[config.mk]
export PLATFORM = sky130hd
export DESIGN_NAME = trace_mem_ctrl
export DESIGN_NICKNAME = d
export VERILOG_FILES = /design/src/rtl/trace_mem_ctrl.sv
export SDC_FILE = /design/constraint.sdc
export NUM_CORES = 2
export LEC_CHECK = 0
export BUFFER_PORTS_ARGS = -buffer_cell sky130_fd_sc_hd__buf_4
export CAP_MARGIN = 20
export CORE_MARGIN = 10
export CORE_UTILIZATION = 60
export DETAILED_ROUTE_END_ITERATION = 6
export HOLD_SLACK_MARGIN = 0.1
export PLACE_DENSITY = 0.76
export SLEW_MARGIN = 20
export SYNTH_ARGS = -nofsm -noshare
export SYNTH_HDL_FRONTEND = slang
export SYNTH_SLANG_ARGS = --single-unit
export TNS_END_PERCENT = 1
[constraint.sdc]
create_clock -name FPGA_CLK_I -period 9.75 [get_ports FPGA_CLK_I]
set_clock_uncertainty 0.2 [all_clocks]
set_input_delay 1.95 -clock FPGA_CLK_I [delete_from_list [all_inputs] [get_ports FPGA_CLK_I]]
set_output_delay 1.95 -clock FPGA_CLK_I [all_outputs]
set_load 0.05 [all_outputs]
[src/rtl/trace_mem_ctrl.sv]
// Trace memory controller: ring buffer with trigger-relative capture window in
// trace mode, plain FIFO between Tracer store and load sides in stream modes.
module trace_mem_ctrl #(
  parameter int TRB_WIDTH = 32,
  parameter int TRB_DEPTH = 64,
  parameter int ADDR_W    = $clog2(TRB_DEPTH)
) (
  input  logic                         FPGA_CLK_I,
  input  logic                         RST_I,
  input  logic [1:0]                   MODE_I,
  input  logic [ADDR_W-1:0]            TRG_DELAY_I,
  input  logic                         TRG_EVENT_I,
  input  logic [$clog2(TRB_WIDTH)-1:0] EVENT_POS_I,
  input  logic [TRB_WIDTH-1:0]         DATA_I,
  input  logic                         STORE_I,
  output logic                         STORE_PERM_O,
  input  logic                         LOAD_REQUEST_I,
  output logic                         LOAD_GRANT_O,
  output logic [TRB_WIDTH-1:0]         DATA_O,
  output logic                         TRG_DELAYED_O,
  output logic [ADDR_W-1:0]            EVENT_ADDR_O,
  output logic [$clog2(TRB_WIDTH)-1:0] EVENT_POS_O,
  output logic [ADDR_W:0]              WORD_COUNT_O
);

  localparam int PW = $clog2(TRB_WIDTH);
  localparam logic [ADDR_W:0]   DEPTH_C = (ADDR_W+1)'(TRB_DEPTH);
  localparam logic [ADDR_W:0]   ONE_C   = (ADDR_W+1)'(1);
  localparam logic [ADDR_W-1:0] ONE_A   = ADDR_W'(1);

  typedef enum logic [1:0] {ARMED, TRIGGERED, DONE} state_t;

  logic [TRB_WIDTH-1:0] mem [TRB_DEPTH];

  state_t              state_q, state_d;
  logic [1:0]          mode_q;
  logic [ADDR_W-1:0]   wr_ptr_q, wr_ptr_d, rd_ptr_q, rd_ptr_d;
  logic [ADDR_W-1:0]   post_q, post_d, dly_q, dly_d;
  logic [ADDR_W-1:0]   evt_addr_q, evt_addr_d;
  logic [PW-1:0]       evt_pos_q, evt_pos_d;
  logic [ADDR_W:0]     cnt_q, cnt_d;
  logic                trg_dly_q, trg_dly_d, seen_q, seen_d, prev_q;
  logic                grant_q, grant_d;
  logic [TRB_WIDTH-1:0] data_q;

  logic trace, perm, store, avail, load, trg_edge, to_done;

  assign trace    = (mode_q == 2'd0);
  assign trg_edge = TRG_EVENT_I & ~prev_q & ~seen_q;
  assign perm     = trace ? (state_q != DONE) : (cnt_q < DEPTH_C);
  assign store    = STORE_I & perm;
  assign avail    = (cnt_q != '0) & (~trace | (state_q == DONE));
  // Grant cycle blocks re-sampling, so grants come at most every other cycle.
  assign load     = LOAD_REQUEST_I & ~grant_q & avail;

  always_comb begin
    state_d    = state_q;
    wr_ptr_d   = wr_ptr_q;
    rd_ptr_d   = rd_ptr_q;
    cnt_d      = cnt_q;
    post_d     = post_q;
    dly_d      = dly_q;
    evt_addr_d = evt_addr_q;
    evt_pos_d  = evt_pos_q;
    trg_dly_d  = trg_dly_q;
    seen_d     = seen_q;
    grant_d    = load;
    to_done    = 1'b0;

    if (store) wr_ptr_d = wr_ptr_q + ONE_A;
    if (load)  rd_ptr_d = rd_ptr_q + ONE_A;
    if (store && !load && cnt_q != DEPTH_C) cnt_d = cnt_q + ONE_C;
    else if (load && !store)                cnt_d = cnt_q - ONE_C;

    if (trg_edge) begin
      seen_d     = 1'b1;
      evt_addr_d = wr_ptr_q;
      evt_pos_d  = EVENT_POS_I;
      if (!trace) trg_dly_d = 1'b1;
    end

    if (trace) begin
      case (state_q)
        ARMED: if (trg_edge) begin
          // Port width already bounds the delay to TRB_DEPTH-1.
          dly_d   = TRG_DELAY_I;
          post_d  = '0;
          state_d = TRIGGERED;
          if (store) begin
            if (TRG_DELAY_I == '0) to_done = 1'b1;
            else                   post_d  = ONE_A;
          end
        end
        TRIGGERED: if (store) begin
          if (post_q == dly_q) to_done = 1'b1;
          else                 post_d  = post_q + ONE_A;
        end
        default: ;
      endcase
    end

    if (to_done) begin
      state_d   = DONE;
      trg_dly_d = 1'b1;
      rd_ptr_d  = (cnt_d == DEPTH_C) ? wr_ptr_d : '0;
    end
  end

  always_ff @(posedge FPGA_CLK_I) begin
    if (store) mem[wr_ptr_q] <= DATA_I;
  end

  always_ff @(posedge FPGA_CLK_I) begin
    prev_q <= TRG_EVENT_I;
    if (RST_I) begin
      mode_q     <= MODE_I;
      state_q    <= ARMED;
      wr_ptr_q   <= '0;
      rd_ptr_q   <= '0;
      cnt_q      <= '0;
      post_q     <= '0;
      dly_q      <= '0;
      evt_addr_q <= '0;
      evt_pos_q  <= '0;
      trg_dly_q  <= 1'b0;
      seen_q     <= 1'b0;
      grant_q    <= 1'b0;
      data_q     <= '0;
    end else begin
      state_q    <= state_d;
      wr_ptr_q   <= wr_ptr_d;
      rd_ptr_q   <= rd_ptr_d;
      cnt_q      <= cnt_d;
      post_q     <= post_d;
      dly_q      <= dly_d;
      evt_addr_q <= evt_addr_d;
      evt_pos_q  <= evt_pos_d;
      trg_dly_q  <= trg_dly_d;
      seen_q     <= seen_d;
      grant_q    <= grant_d;
      if (load) data_q <= mem[rd_ptr_q];
    end
  end

  assign STORE_PERM_O  = perm;
  assign LOAD_GRANT_O  = grant_q;
  assign DATA_O        = data_q;
  assign TRG_DELAYED_O = trg_dly_q;
  assign EVENT_ADDR_O  = evt_addr_q;
  assign EVENT_POS_O   = evt_pos_q;
  assign WORD_COUNT_O  = (trace && state_q != DONE) ? '0 : cnt_q;

endmodule

# Word-level counts from Yosys, hierarchy flattened

Memory sizes are Yosys's and may differ from the RTL's. A register that Yosys moved wholly into a read port is not among the register bits.
Index checks and enable logic that the tools add are counted.
Widths: inputs -> output; s select.

Bits in registers: 50
RAM bits: 2,048
Input port bits: 50
Output and inout port bits: 53
Logic and storage cells: 92
Memories kept: 1

Memories:

| name | depth | width | rd ports | clocked after memory_dff | wr ports | RTL line | text |
|---|---|---|---|---|---|---|---|
| mem  | 64    | 32    | 1        | 1                        | 1        | 33       | `logic [TRB_WIDTH-1:0] mem [TRB_DEPTH];` |

$add $sub $neg: 5
Order comparisons: 1
Equal/unequal tests: 10
Muxes and demuxes: 30
Bitwise gates (word level): 11
Reduce and logical (&&, ||, !) cells: 20

Operators by type and width:

| kind                | count |
|---|---|
| $mux 6              | 7 |
| $mux 7              | 3 |
| $add 6x1->6 const B | 3 |
| $mux 1              | 14 |
| $pmux 6 s2          | 1 |
| $reduce_bool 2->1   | 5 |
| $mux 2              | 4 |
| $ne 2x2->1 const B  | 4 |
| $add 7x1->7 const B | 1 |
| $eq 7x7->1 const B  | 1 |
| $lt 7x7->1 const B  | 1 |
| $ne 7x7->1 const B  | 1 |
| $reduce_bool 7->1   | 1 |
| $sub 7x1->7 const B | 1 |
| $and 1x1->1         | 6 |
| $eq 6x6->1          | 1 |
| $logic_not 6->1     | 1 |
| $reduce_and 3->1    | 2 |
| $reduce_and 5->1    | 1 |
| $logic_and 1x1->1   | 4 |
| $logic_not 2->1     | 2 |
| $not 1->1           | 4 |
| $eq 2x1->1 const B  | 1 |
| $eq 2x2->1 const B  | 1 |
| 6 further kinds     | 7 |

# Longest topological paths before layout

Depth after elaboration: 12
Gate-level depth with buffers: 10
Depth with buffers taken out: 9

# Least setup slack after synthesis

No wires, ideal clock.

Kind: input to register
From: input port STORE_I
To: memory mem[63][0] (enable)
Setup time: 0.421 ns
Arrival time: 4.050 ns
Required time: 9.129 ns
Slack: 5.078 ns
Cell stages on the path: 5
Buffers on the path: 2
Path through: and3_4 -> buf_2 -> nand4_1 -> buf_2 -> nor2_1

Cells in the longest elaborated chain, start to end: 3

Ends and longest elaborated chain:

| element                      | RTL line | text |
|---|---|---|
| start, declared              | 15       | `input logic STORE_I,` |
| $and 1x1->1                  | 51       | `assign store = STORE_I & perm;` |
| $mux 1                       | 110      | `if (store) mem[wr_ptr_q] <= DATA_I;` |
| $mux 1 (not written as such) | 110      |  |
| end, declared                | 33       |  |

Every way passes these cells.

# Worst setup path after layout

From: input port STORE_I
To: memory mem[56][28] (enable)

The elaborated chain is that of the path after synthesis.

==> run summary <==
Of the total power, the share spent switching nets is 27.6%. The clock latency on the worst-skew pair was 850 ps; the share of the synthesized area in compound gates (AO/OA/AOI/OAI) was 0.856%. TritonCTS built the clock tree. The post-synthesis share of cell area spent on xor and xnor gates is 0.237%, and the row count is 134. The tools report the final-stage net count as 3682. Global routing finished with a remaining overflow of 0. The beginning of the critical path is STORE_I. For the total negative setup slack, the log shows 0 ps. The detailed-routing iteration count for the pre-antenna-repair pass is 7, and the number of fillers in the final layout is 7507. After synthesis, the cell types taking the most area are edfxtp_1 76%, mux4_2 18%, dfxtp_1 2.0%. The floorplan step set the die height to 388 um. The tools report the post-synthesis net count as 3502. Cells with a size suffix above 1 make up 30.8% of the layout. The root buffer cell chosen for the clock tree is clkbuf_16. The endpoint kind of the worst setup timing path was a register. The run gives 0 as the number of violations of the max-capacitance limit.

The startpoint identified for the worst register-to-register timing path is mode_q[1]. The wire length of the first global-routing pass was 293 mm. After Yosys synthesis, full adders, half adders and majority gates account for 0.0924% of the synthesized area. Most instantiated library cell after synthesis: edfxtp_1. The power density relative to cell area was 252 nW/um^2; the core utilization of the finished layout was 67.9%. In the final layout, the multi-input gates occupy 17800 um^2. The maximum clock path buffer count was 3. The largest total area in the synthesized netlist belongs to edfxtp_1. The destination of the worst register-to-register timing path is mem[56][28].

The internal power of the cells is 16600 uW. The run gives 206 mm as the total wire length after detailed routing. Gates resized during post-CTS repair numbered 0.

The share of the Yosys chip area taken by registers is 77.7%. The core area is 134000 um^2. Setup repair after global routing left no endpoint under its margin.

In this run the worst setup path terminates at mem[56][28]. Synthesis inferred 2130 register bits. By area, the combinational part of the netlist is dominated by multiplexers.

Once the floorplan was initialized, standard cells occupied 60.7% of the core. The run finished, with violations left. Synthesized-area fraction occupied by and/or/nand/nor cells: 1.59%. The count of nets left with antenna violations once routing finished came out at 0. Shortest period the worst path allows: 5020 ps. Combinational logic is responsible for 21.3% of the overall power. The critical path in this run is classified as in2reg.

The worst setup path is launched from an input port. In this run the static leakage power is 0.0273 uW. STA puts the critical path data arrival time at 5260 ps.

Across all register-to-register paths, the minimum setup slack is 5210 ps. After detailed routing, the average wire length per cell comes to 37.0 um. The depth of the most critical reg-to-reg path came out at 5. The floorplan step defined a die boundary enclosing 151000 um^2. The tools report the max-slew violation count as 0.

The logs give 22 for the initial antenna violation count and 0.197 mV for the peak ir drop on the vdd network. For this design the top-level I/O count stands at 103. For this design, the sink count on the clock tree is 2130. The routed via count divided by cell count is 7.02, and the share of synthesized registers carrying an async set or reset is 0%. The final reports fail on design-rule violations.

For this run, the number of Yosys warnings is 0. The worst hold path belongs to the class reg2reg. The number of hold buffers added after CTS was 0. The final critical path takes up 51.5% of the cycle. Number of flops mapped to enable cells by yosys: 2050. After synthesis, the most frequently instantiated cells are 2050 x edfxtp_1, 640 x mux4_2, 134 x nor2_1. The post-route DRC violation count was 2. The synthesized design devotes to its leading area cell type 75.7% of total area. Of all nets on the critical path, the largest fanout is 32. The mean area per synthesized cell is 23.6 um^2, and the required time of the critical path is 9990 ps. In this run the tool buffered the top-level ports with 102 buffer cells.

The width of the die is 388 um. The mapped netlist covers 81300 um^2. At the end of routability-driven placement, the weighted congestion stood at 0.833. Registers are responsible for 45.2% of the overall power.

The via count was 39000; the clock-pin transition on the worst setup and hold timing paths was 60 ps. Global routing consumed, over all layers together, 27.3% of the routing resources. In this run the number of H-tree levels came out at 4. The multiplexer share of the synthesized area is 18.6%, and the net switching component of the power is 6320 uW.

Prevailing post-synth register cell: edfxtp_1. Count of different cell masters after synthesis: 56. At the pin with the least slew margin, the transition time is 1200 ps. Headroom to the max-slew limit came out at 19.8%. For this block, the initial DRC count from the detailed router was 6587.

The logs give 63200 um^2 for the footprint of the flip-flops and latches and 0 for the post-CTS setup buffer count. The hold violation total from the final report came out at 0. The share of total power dissipated in the clock network is 33.5%. Setup violations remaining at the end of the flow were counted as 0. The tools report the total clock buffers created by CTS as 196. For this run, the top clock speed supported by timing is 199 MHz. For the number of instances in the synthesized netlist, the log shows 3446. The HPWL after detailed placement is 107 mm. The tools report the number of global-route vias before repair as 38500.

Once layout is done, the placed cells without fillers occupy 90900 um^2. The area growth from synthesis to layout works out to 11.9%. The placed instances occupy a cell area of 84600 um^2. For the worst hold-check slack, the log shows 259 ps. The pin count of the biggest net entering global routing is 164.
[kinds of logic after synthesis]
logic type               after synthesis
AO/OA/AOI/OAI                        122
XOR/XNOR                              22
adder cells (fa/ha/maj)                6
buffers and inverters                189
flip-flops                          2130
multiplexers                         707
AND/OR/NAND/NOR                      270
[layer usage]
metal / global-route usage (%) / wire, um / vias to the layer above
met5: 0 / 82 / -
li1: - / - / 15100
met2: 40.1 / 94000 / 3070
met1: 41.0 / 75500 / 20500
met3: 7.23 / 30200 / 319
met4: 7.93 / 5850 / 14
[critical path, stage by stage]
cell     delay [ps]
buf_4           110
nand3_1         310
nor2_1          780
nand2_1         960
nor2_4         1130
[power by group through the flow]
stage	Combinational [uW]	Sequential (uW)	Clock, uW
floorplan	3090	10600	0
global placement	4710	10500	0
detailed placement	4760	10500	0
CTS	4860	10400	7730
global route	5070	10400	8050
finish	4880	10400	7680
[layout by cell type (no fill, tap or decap), types with 31 or more instances in the layout]
master | netlist | layout
buf_4 | 0 | 159
clkinv_2 | 0 | 31
dfxtp_1 | 80 | 75
o21ai_1 | 39 | 39
nand2_1 | 43 | 42
nor2_4 | 0 | 65
clkbuf_1 | 103 | 53
a21oi_1 | 57 | 57
edfxtp_1 | 2050 | 2050
clkinv_1 | 0 | 32
mux2i_1 | 67 | 67
nor2_1 | 134 | 69
mux4_2 | 640 | 640
clkbuf_16 | 0 | 198
[state kept, by name (all words and copies together) (netlist names), 2 cells and up]
signal        count
mem            2048
DATA_O           32
cnt_q             7
EVENT_ADDR_O      6
dly_q             6
post_q            6
rd_ptr_q          6
wr_ptr_q          6
EVENT_POS_O       5
mode_q            2
state_q           2
[stage by stage]
step,total power [uW],worst slack (ps),std cells
2_1_floorplan,13600,5080,3446
3_3_place_gp,15300,4240,5194
3_5_place_dp,15300,4180,5194
4_1_cts,22900,4980,5552
5_1_grt,23500,4700,5554
6_report,22900,4730,5558
[layout make-up]
cell class | count | area share (%)
flip-flops and latches | 2130 | 69.5
multi-input cells | 1127 | 19.6
clock buffers | 253 | 5.70
well taps | 1768 | 2.43
repair buffers | 167 | 1.49
clock inverters | 105 | 1.25
inverters | 4 | 0.0165
diodes | 4 | 0.0110
[worst min-delay path by stage]
| stage | to | slack (ps) | depth (start not counted) | startpoint |
|---|---|---|---|---|
| 6_report | EVENT_ADDR_O[1] | 260 | 2 | EVENT_ADDR_O[1] |
| 5_1_grt | EVENT_ADDR_O[0] | 280 | 2 | EVENT_ADDR_O[0] |
| 4_1_cts | EVENT_ADDR_O[1] | 260 | 2 | EVENT_ADDR_O[1] |
| 3_5_place_dp | EVENT_ADDR_O[1] | 250 | 2 | EVENT_ADDR_O[1] |
| 3_3_place_gp | EVENT_POS_O[3] | 240 | 2 | EVENT_POS_O[3] |
| 2_1_floorplan | dly_q[0] | 250 | 2 | dly_q[0] |
Note: power is estimated with default switching activity, not from simulation.
